File: config.mk
export PLATFORM = sky130hd
export DESIGN_NAME = biriscv_fetch_fifo
export DESIGN_NICKNAME = d
export VERILOG_FILES = /design/src/rtl/biriscv_fetch_fifo.sv
export SDC_FILE = /design/constraint.sdc
export NUM_CORES = 1
export LEC_CHECK = 0
export ABC_CLOCK_PERIOD_IN_PS = 6200
export CAP_MARGIN = 25
export CORE_UTILIZATION = 55
export DETAILED_ROUTE_END_ITERATION = 12
export PLACE_DENSITY = 0.81
export SLEW_MARGIN = 10
export SYNTH_ARGS = -nofsm -noshare
export SYNTH_HDL_FRONTEND = slang
export SYNTH_SLANG_ARGS = --single-unit
export TNS_END_PERCENT = 50
File: constraint.sdc
create_clock -name clk_i -period 6.2 [get_ports clk_i]
set_input_delay 1.24 -clock clk_i [delete_from_list [all_inputs] [get_ports clk_i]]
set_output_delay 1.24 -clock clk_i [all_outputs]
set_load 0.02 [all_outputs]
File: src/rtl/biriscv_fetch_fifo.sv
// Instruction buffer between fetch and decode: holds DEPTH 64-bit fetch responses
// and presents up to two in-order instructions per cycle from the registered head.
module biriscv_fetch_fifo #(
  parameter int DEPTH  = 4,
  parameter int ADDR_W = 2
) (
  input  logic        clk_i,
  input  logic        rst_ni,
  input  logic        flush_i,
  input  logic        push_i,
  input  logic [31:0] pc_in_i,
  input  logic [63:0] data_in_i,
  input  logic        fault_in_i,
  output logic        accept_o,
  output logic        valid0_o,
  output logic [31:0] pc0_o,
  output logic [31:0] instr0_o,
  output logic        fault0_o,
  output logic        valid1_o,
  output logic [31:0] pc1_o,
  output logic [31:0] instr1_o,
  output logic        fault1_o,
  input  logic        pop0_i,
  input  logic        pop1_i
);

  logic [31:3]       r_pc    [DEPTH];
  logic [63:0]       r_data  [DEPTH];
  logic              r_fault [DEPTH];
  logic [DEPTH-1:0]  r_v0;
  logic [DEPTH-1:0]  r_v1;
  logic [ADDR_W-1:0] r_wr_ptr;
  logic [ADDR_W-1:0] r_rd_ptr;
  logic [ADDR_W:0]   r_count;

  logic w_empty;
  logic w_full;
  logic w_push;
  logic w_head_v0;
  logic w_head_v1;
  logic w_pop0;
  logic w_pop_both;
  logic w_retire;
  logic w_unused_pc;

  assign w_unused_pc = ^pc_in_i[1:0];

  assign w_empty    = (r_count == '0);
  assign w_full     = (r_count == (ADDR_W+1)'(DEPTH));
  assign accept_o   = ~w_full;
  assign w_push     = push_i & ~w_full & ~flush_i;
  assign w_head_v0  = r_v0[r_rd_ptr];
  assign w_head_v1  = r_v1[r_rd_ptr];
  assign w_pop0     = pop0_i & valid0_o;
  assign w_pop_both = pop0_i & pop1_i & valid1_o;
  // Head retires once its last remaining valid slot is consumed.
  assign w_retire   = w_pop_both | (w_pop0 & ~(w_head_v0 & w_head_v1));

  always_comb begin
    valid0_o = 1'b0;
    pc0_o    = '0;
    instr0_o = '0;
    fault0_o = 1'b0;
    valid1_o = 1'b0;
    pc1_o    = '0;
    instr1_o = '0;
    fault1_o = 1'b0;
    if (!w_empty) begin
      if (w_head_v0) begin
        valid0_o = 1'b1;
        pc0_o    = {r_pc[r_rd_ptr], 3'b000};
        instr0_o = r_data[r_rd_ptr][31:0];
        fault0_o = r_fault[r_rd_ptr];
        valid1_o = w_head_v1;
        if (w_head_v1) begin
          pc1_o    = {r_pc[r_rd_ptr], 3'b100};
          instr1_o = r_data[r_rd_ptr][63:32];
          fault1_o = r_fault[r_rd_ptr];
        end
      end else if (w_head_v1) begin
        valid0_o = 1'b1;
        pc0_o    = {r_pc[r_rd_ptr], 3'b100};
        instr0_o = r_data[r_rd_ptr][63:32];
        fault0_o = r_fault[r_rd_ptr];
      end
    end
  end

  always_ff @(posedge clk_i or negedge rst_ni) begin
    if (!rst_ni) begin
      r_wr_ptr <= '0;
      r_rd_ptr <= '0;
      r_count  <= '0;
      r_v0     <= '0;
      r_v1     <= '0;
    end else if (flush_i) begin
      r_wr_ptr <= '0;
      r_rd_ptr <= '0;
      r_count  <= '0;
      r_v0     <= '0;
      r_v1     <= '0;
    end else begin
      if (w_push) begin
        r_v0[r_wr_ptr] <= ~pc_in_i[2];
        r_v1[r_wr_ptr] <= 1'b1;
        r_wr_ptr       <= r_wr_ptr + 1'b1;
      end
      if (w_pop_both) begin
        r_v0[r_rd_ptr] <= 1'b0;
        r_v1[r_rd_ptr] <= 1'b0;
      end else if (w_pop0) begin
        if (w_head_v0) r_v0[r_rd_ptr] <= 1'b0;
        else           r_v1[r_rd_ptr] <= 1'b0;
      end
      if (w_retire) r_rd_ptr <= r_rd_ptr + 1'b1;
      case ({w_push, w_retire})
        2'b10:   r_count <= r_count + 1'b1;
        2'b01:   r_count <= r_count - 1'b1;
        default: r_count <= r_count;
      endcase
    end
  end

  // Payload needs no reset: it is only observed behind a set slot-valid bit.
  always_ff @(posedge clk_i) begin
    if (w_push) begin
      r_pc[r_wr_ptr]    <= pc_in_i[31:3];
      r_data[r_wr_ptr]  <= fault_in_i ? 64'd0 : data_in_i;
      r_fault[r_wr_ptr] <= fault_in_i;
    end
  end

endmodule

---- After elaboration in Yosys (flattened, before gate mapping) ----
Memories as Yosys holds them, arrays and structs flattened.
Index checks and enable logic that the tools add are counted.
cells by class
  add/sub/neg operators ................... 4
  $lt $le $gt $ge ......................... 4
  equality and inequality tests ........... 3
  multiplexer cells ....................... 50
  bitwise gates (word level) .............. 16
  reductions and logical operators ........ 6
operator list
  cell                                                                    number
  32-bit two-way mux                                                      10
  64-bit two-way mux                                                      1
  4-bit two-way mux                                                       12
  1-bit two-way mux                                                       16
  4-bit AND                                                               2
  2-bit two-way mux                                                       4
  1-bit AND                                                               7
  2-bit by 3-bit < comparator with 1-bit output (second input constant)   2
  3-bit case mux with 2 select lines                                      1
  2-bit by 1-bit adder with 2-bit output (second input constant)          2
  1-bit binary-select mux with 2-bit select                               2
  4-bit bitwise mux                                                       1
  1-bit demux with 2-bit select                                           2
  2-bit by 1-bit >= comparator with 1-bit output (second input constant)  2
  1-bit NOT                                                               4
  4-bit NOT                                                               1
  4-bit bitwise OR                                                        1
  2-bit nonzero test                                                      2
  3-bit by 1-bit adder with 3-bit output (second input constant)          1
  3-bit == test (second input constant)                                   1
  3-bit zero test                                                         1
  3-bit two-way mux                                                       1
  3-bit nonzero test                                                      1
  3-bit by 1-bit subtractor with 3-bit output (second input constant)     1
  4 further kinds                                                         5
word-level totals
  register bits after elaboration ......... 15
  RAM bits ................................ 376
  input port bits ......................... 103
  output and inout bits ................... 133
  logic and storage cells ................. 91
  memories kept ........................... 3
memory list
  name     depth  width  read ports  clocked after memory_dff  write ports  RTL line  text
  r_data   4      64     1           0                         1            28        logic [63:0] r_data [DEPTH];
  r_pc     4      29     1           0                         1            27        logic [31:3] r_pc [DEPTH];
  r_fault  4      1      1           0                         1            29        logic r_fault [DEPTH];

---- Logic depth before layout (Yosys ltp) ----
  depth in word-level cells ............... 12
  gate-level depth with buffers ........... 10
  depth with buffers taken out ............ 10

---- Least setup slack after synthesis ----
No wires, ideal clock.
  kind .................................... input to register
  start point ............................. in flush_i
  end point ............................... reg r_v0[0]
  setup time .............................. 0.097 ns
  arrival ................................. 4.325 ns
  data required time ...................... 6.103 ns
  slack ................................... 1.778 ns
  stages .................................. 5
  path buffers ............................ 1
  path through ............................ clkbuf_1 > inv_1 > and4_1 > mux2i_1 > a211oi_1
on the way
  longest elaborated chain between the ends .. 9
RTL lines
  item                             RTL line  text
  from (decl)                      9         input logic flush_i,
  1-bit NOT                        51        assign w_push = push_i & ~w_full & ~flush_i;
  1-bit AND                        51
  4-bit two-way mux                103       if (w_push) begin
  4-bit two-way mux                96        end else if (flush_i) begin
  4-bit AND (no line)              n/a
  4-bit two-way mux                112       if (w_head_v0) r_v0[r_rd_ptr] <= 1'b0;
  4-bit two-way mux                111       end else if (w_pop0) begin
  4-bit two-way mux                108       if (w_pop_both) begin
  4-bit two-way mux (*)            96
  to (signal, indexed assignment)  104       r_v0[r_wr_ptr] <= ~pc_in_i[2];
  to (decl)                        30        logic [DEPTH-1:0] r_v0;
Every way passes the cells marked *; elsewhere a longest branch is shown, timed or not. The select of a mux whose other input is x is not followed.
A chain may end at the register's enable or synchronous reset.

---- Worst setup path after layout ----
  start point ............................. reg r_rd_ptr[1]
  end point ............................... out pc0_o[4]
on the way
  longest elaborated chain between the ends .. 5
  elaborated cells on any way between the ends .. 8
  those cells by class .................... mux: 7; memory: 1
RTL lines
  item                                       RTL line  text
  from (decl)                                33        logic [ADDR_W-1:0] r_rd_ptr;
  from (signal assigned)                     115       if (w_retire) r_rd_ptr <= r_rd_ptr + 1'b1;
  1-bit binary-select mux with 2-bit select  53        assign w_head_v1 = r_v1[r_rd_ptr];
  1-bit two-way mux (not written as such)    53
  32-bit two-way mux                         80        end else if (w_head_v1) begin
  32-bit two-way mux (*)                     69        if (w_head_v0) begin
  32-bit two-way mux (*)                     68        if (!w_empty) begin
  to (decl)                                  16        output logic [31:0] pc0_o,
Marked as above.

==> run_results.csv <==
group,metric,value,unit
placement,pre_cts_ws,1.27,ns
floorplan,core-area,0.0289,sq mm
floorplan,core.rowCount,62,
detailed_routing,dr.first_iter.drc_count,830,
layout,multiInputGateArea,0.00419,sq mm
worst_setup_path,start_kind,"flop",
global_route,grtUsageTotal,24.3,%
timing,clock-skew-final,0.0116,ns
clock_network,cts.sink_count,391,
worst_setup_path,end_kind,"primary output",
global_route,grt_overflow,0,
clock_network,clkLatencyLatePin,0.53,ns
layout,fin_cells,1528,
synth,synth.distinct_cells,41,
detailed_routing,drc_errors,0,
layout,fin_nets,1230,
timing,fin_crit,5.52,ns
worst_setup_path,arrival,4.28,ns
synth,synth.area.top_cells,"edfxtp_1, mux4_2, nor2b_1",
clock_network,cts_htree_levels,2,
synth,synth.cell_area,0.0162,sq mm
worst_setup_path,criticalPathCategory,"reg -> out",
detailed_routing,vias,9024,
timing,slew_headroom,35.3,%
pwr,power.leakage,6.61,nW
floorplan,start_util,56.1,%
job,maxCapViolations,0,
worst_hold_path,hold_path_class,"reg -> reg",
layout,seq_area,0.0117,sq mm
timing,fin_hold_ws,0.566,ns
worst_setup_path,cp.required,4.96,ns
floorplan,die_w,174,um
synth,synth_area_per_cell,18.1,sq um
synth,ys_seq_elements,391,
clock_network,post_cts_resized,0,
detailed_routing,via_per_inst,5.91,
placement,gp_congestion,0.776,
timing,hold_viol_final,0,
global_route,grt_pass1_vias,9396,
layout,area_delta_synth_final,23.5,%
global_route,grt_max_degree,78,
timing,rsz0062_at_grt,"false",
synth,synth_ff_type,"edfxtp_1",
timing,fin_crit_sh,89.0,%
clock_network,cts_made_buffers,39,
timing,worst_slack,0.685,ns
synth,synth_top_area_share,69.8,%
floorplan,dieHeight,174,um
placement,place_area,0.0188,sq mm
placement,portBuffers,229,
global_route,antenna_found_initial,1,
synth,yosysSeqAreaShare,72.1,%
synth,synth_top_cell_by_area,"edfxtp_1",
synth,ys_async_sr_fraction,3.84,%
clock_network,cts_hold_buf,0,
layout,fill_cells,1881,
clock_network,clkTransAtPathRegs,0.06,ns
placement,hpwl,21300,um
timing,max_freq,181,MHz
pwr,powerDensity,314,mW/mm^2
detailed_routing,wl_per_cell,23.3,um
timing,worst_pin_slew,0.971,ns
layout,drive_gt1_share,14.6,%
detailed_routing,ant_nets,0,
timing,finalSetupViolCount,0,
status,status,"complete, no violations",
placement,place_inst,1460,
global_route,grt_pass1_wl,54900,um
layout,antennaDiodeCount,0,
synth,synth_commonest_cells,"edfxtp_1, mux4_2, nor2b_1",
synth,synth_edf_count,376,
layout,final_area,0.0200,sq mm
pwr,totalPowerFinal,6.27,mW
synth,yosysWarnings,0,
floorplan,dieArea,0.0301,sq mm
timing,maxSlewViolCount,0,
clock_network,cts.path.max_buffers,3,
synth,yosysMostFrequentCell,"edfxtp_1",
pwr,vdd_drop_max,0.000261,V
clock_network,root_buffer,"clkbuf_16",
clock_network,cts_tree,"done",
timing,setup_tns,0,ns
worst_setup_path,path_max_fanout,48,
detailed_routing,wl,35600,um
clock_network,post-cts-setup-buffers,0,
detailed_routing,dr.pass1.iters,5,
floorplan,io_pins,236,
layout,post-route-util,69.2,%
synth,syn_inst,896,
## per-layer routing
layer / wire length [um] / track usage (%) / share of wire [%]
met1: 14100 / 32.0 / 40
met2: 17900 / 40.5 / 50
met3: 2760 / 5.75 / 7.8
met4: 795 / 7.41 / 2.2
met5: 13 / 0 / 0.037
## placed cells by master, fill, tap and decap left out, types with 9 or more instances in the layout
| cell type | count |
|---|---|
| dfrtp_1 | 13 |
| nor2_1 | 17 |
| mux4_2 | 95 |
| edfxtp_1 | 376 |
| nor2b_1 | 68 |
| nand2_1 | 51 |
| a21oi_1 | 38 |
| and3_1 | 61 |
| clkbuf_1 | 10 |
| clkbuf_16 | 41 |
| buf_4 | 9 |
| clkdlybuf4s50_1 | 228 |
| clkinv_1 | 11 |
| and2_1 | 29 |
## worst max-delay path, cell delays in order, from the launching register on
cell and delay (ns):
dfrtp_4 0.87, mux4_4 0.75, o21ai_4 0.81, inv_2 0.43, and2_1 0.30, clkdlybuf4s50_1 0.54
## kinds of logic after synthesis
group,Yosys count,share of synthesized area (%)
XOR/XNOR,1,0.0541
other,1,0.0232
buffers and inverters,74,2.16
multiplexers,103,13.8
flip-flops,391,72.1
adder cells (fa/ha/maj),9,0.742
AO/OA/AOI/OAI,64,2.34
AND/OR/NAND/NOR,253,8.78
## area by class of cell
type / instances / area share, %
clock inverters: 16 / 0.476
well taps: 384 / 2.41
repair buffers: 242 / 12.2
clock buffers: 51 / 5.32
inverters: 10 / 0.188
flip-flops and latches: 391 / 58.4
multi-input cells: 434 / 21.0
## where the power goes
part | internal [mW] | switching, mW
Sequential | 3.04 | 0.0453
Combinational | 0.440 | 0.571
Clock | 1.24 | 0.927
## flip-flops by register name, summed over array words and instances (netlist names)
name	cells
r_count	3
r_data	256
r_fault	4
r_pc	116
r_rd_ptr	2
r_v0	4
r_v1	4
r_wr_ptr	2
## worst paths after layout
| path | startpoint | to | slack [ns] | cells after the start |
|---|---|---|---|---|
| worst max register to register | r_rd_ptr[1] | r_count[2] | 2.33 | 9 |
| min in group asynchronous | rst_ni | r_count[0] | 1.15 | 1 |
| worst max-delay path | r_rd_ptr[1] | pc0_o[4] | 0.68 | 5 |
| max in group asynchronous | rst_ni | r_rd_ptr[0] | 4.51 | 1 |
| worst min register to register | r_v1[1] | r_v1[1] | 0.57 | 2 |
| worst min-delay path | r_v1[1] | r_v1[1] | 0.57 | 2 |
(Power assumes the default switching activity.)
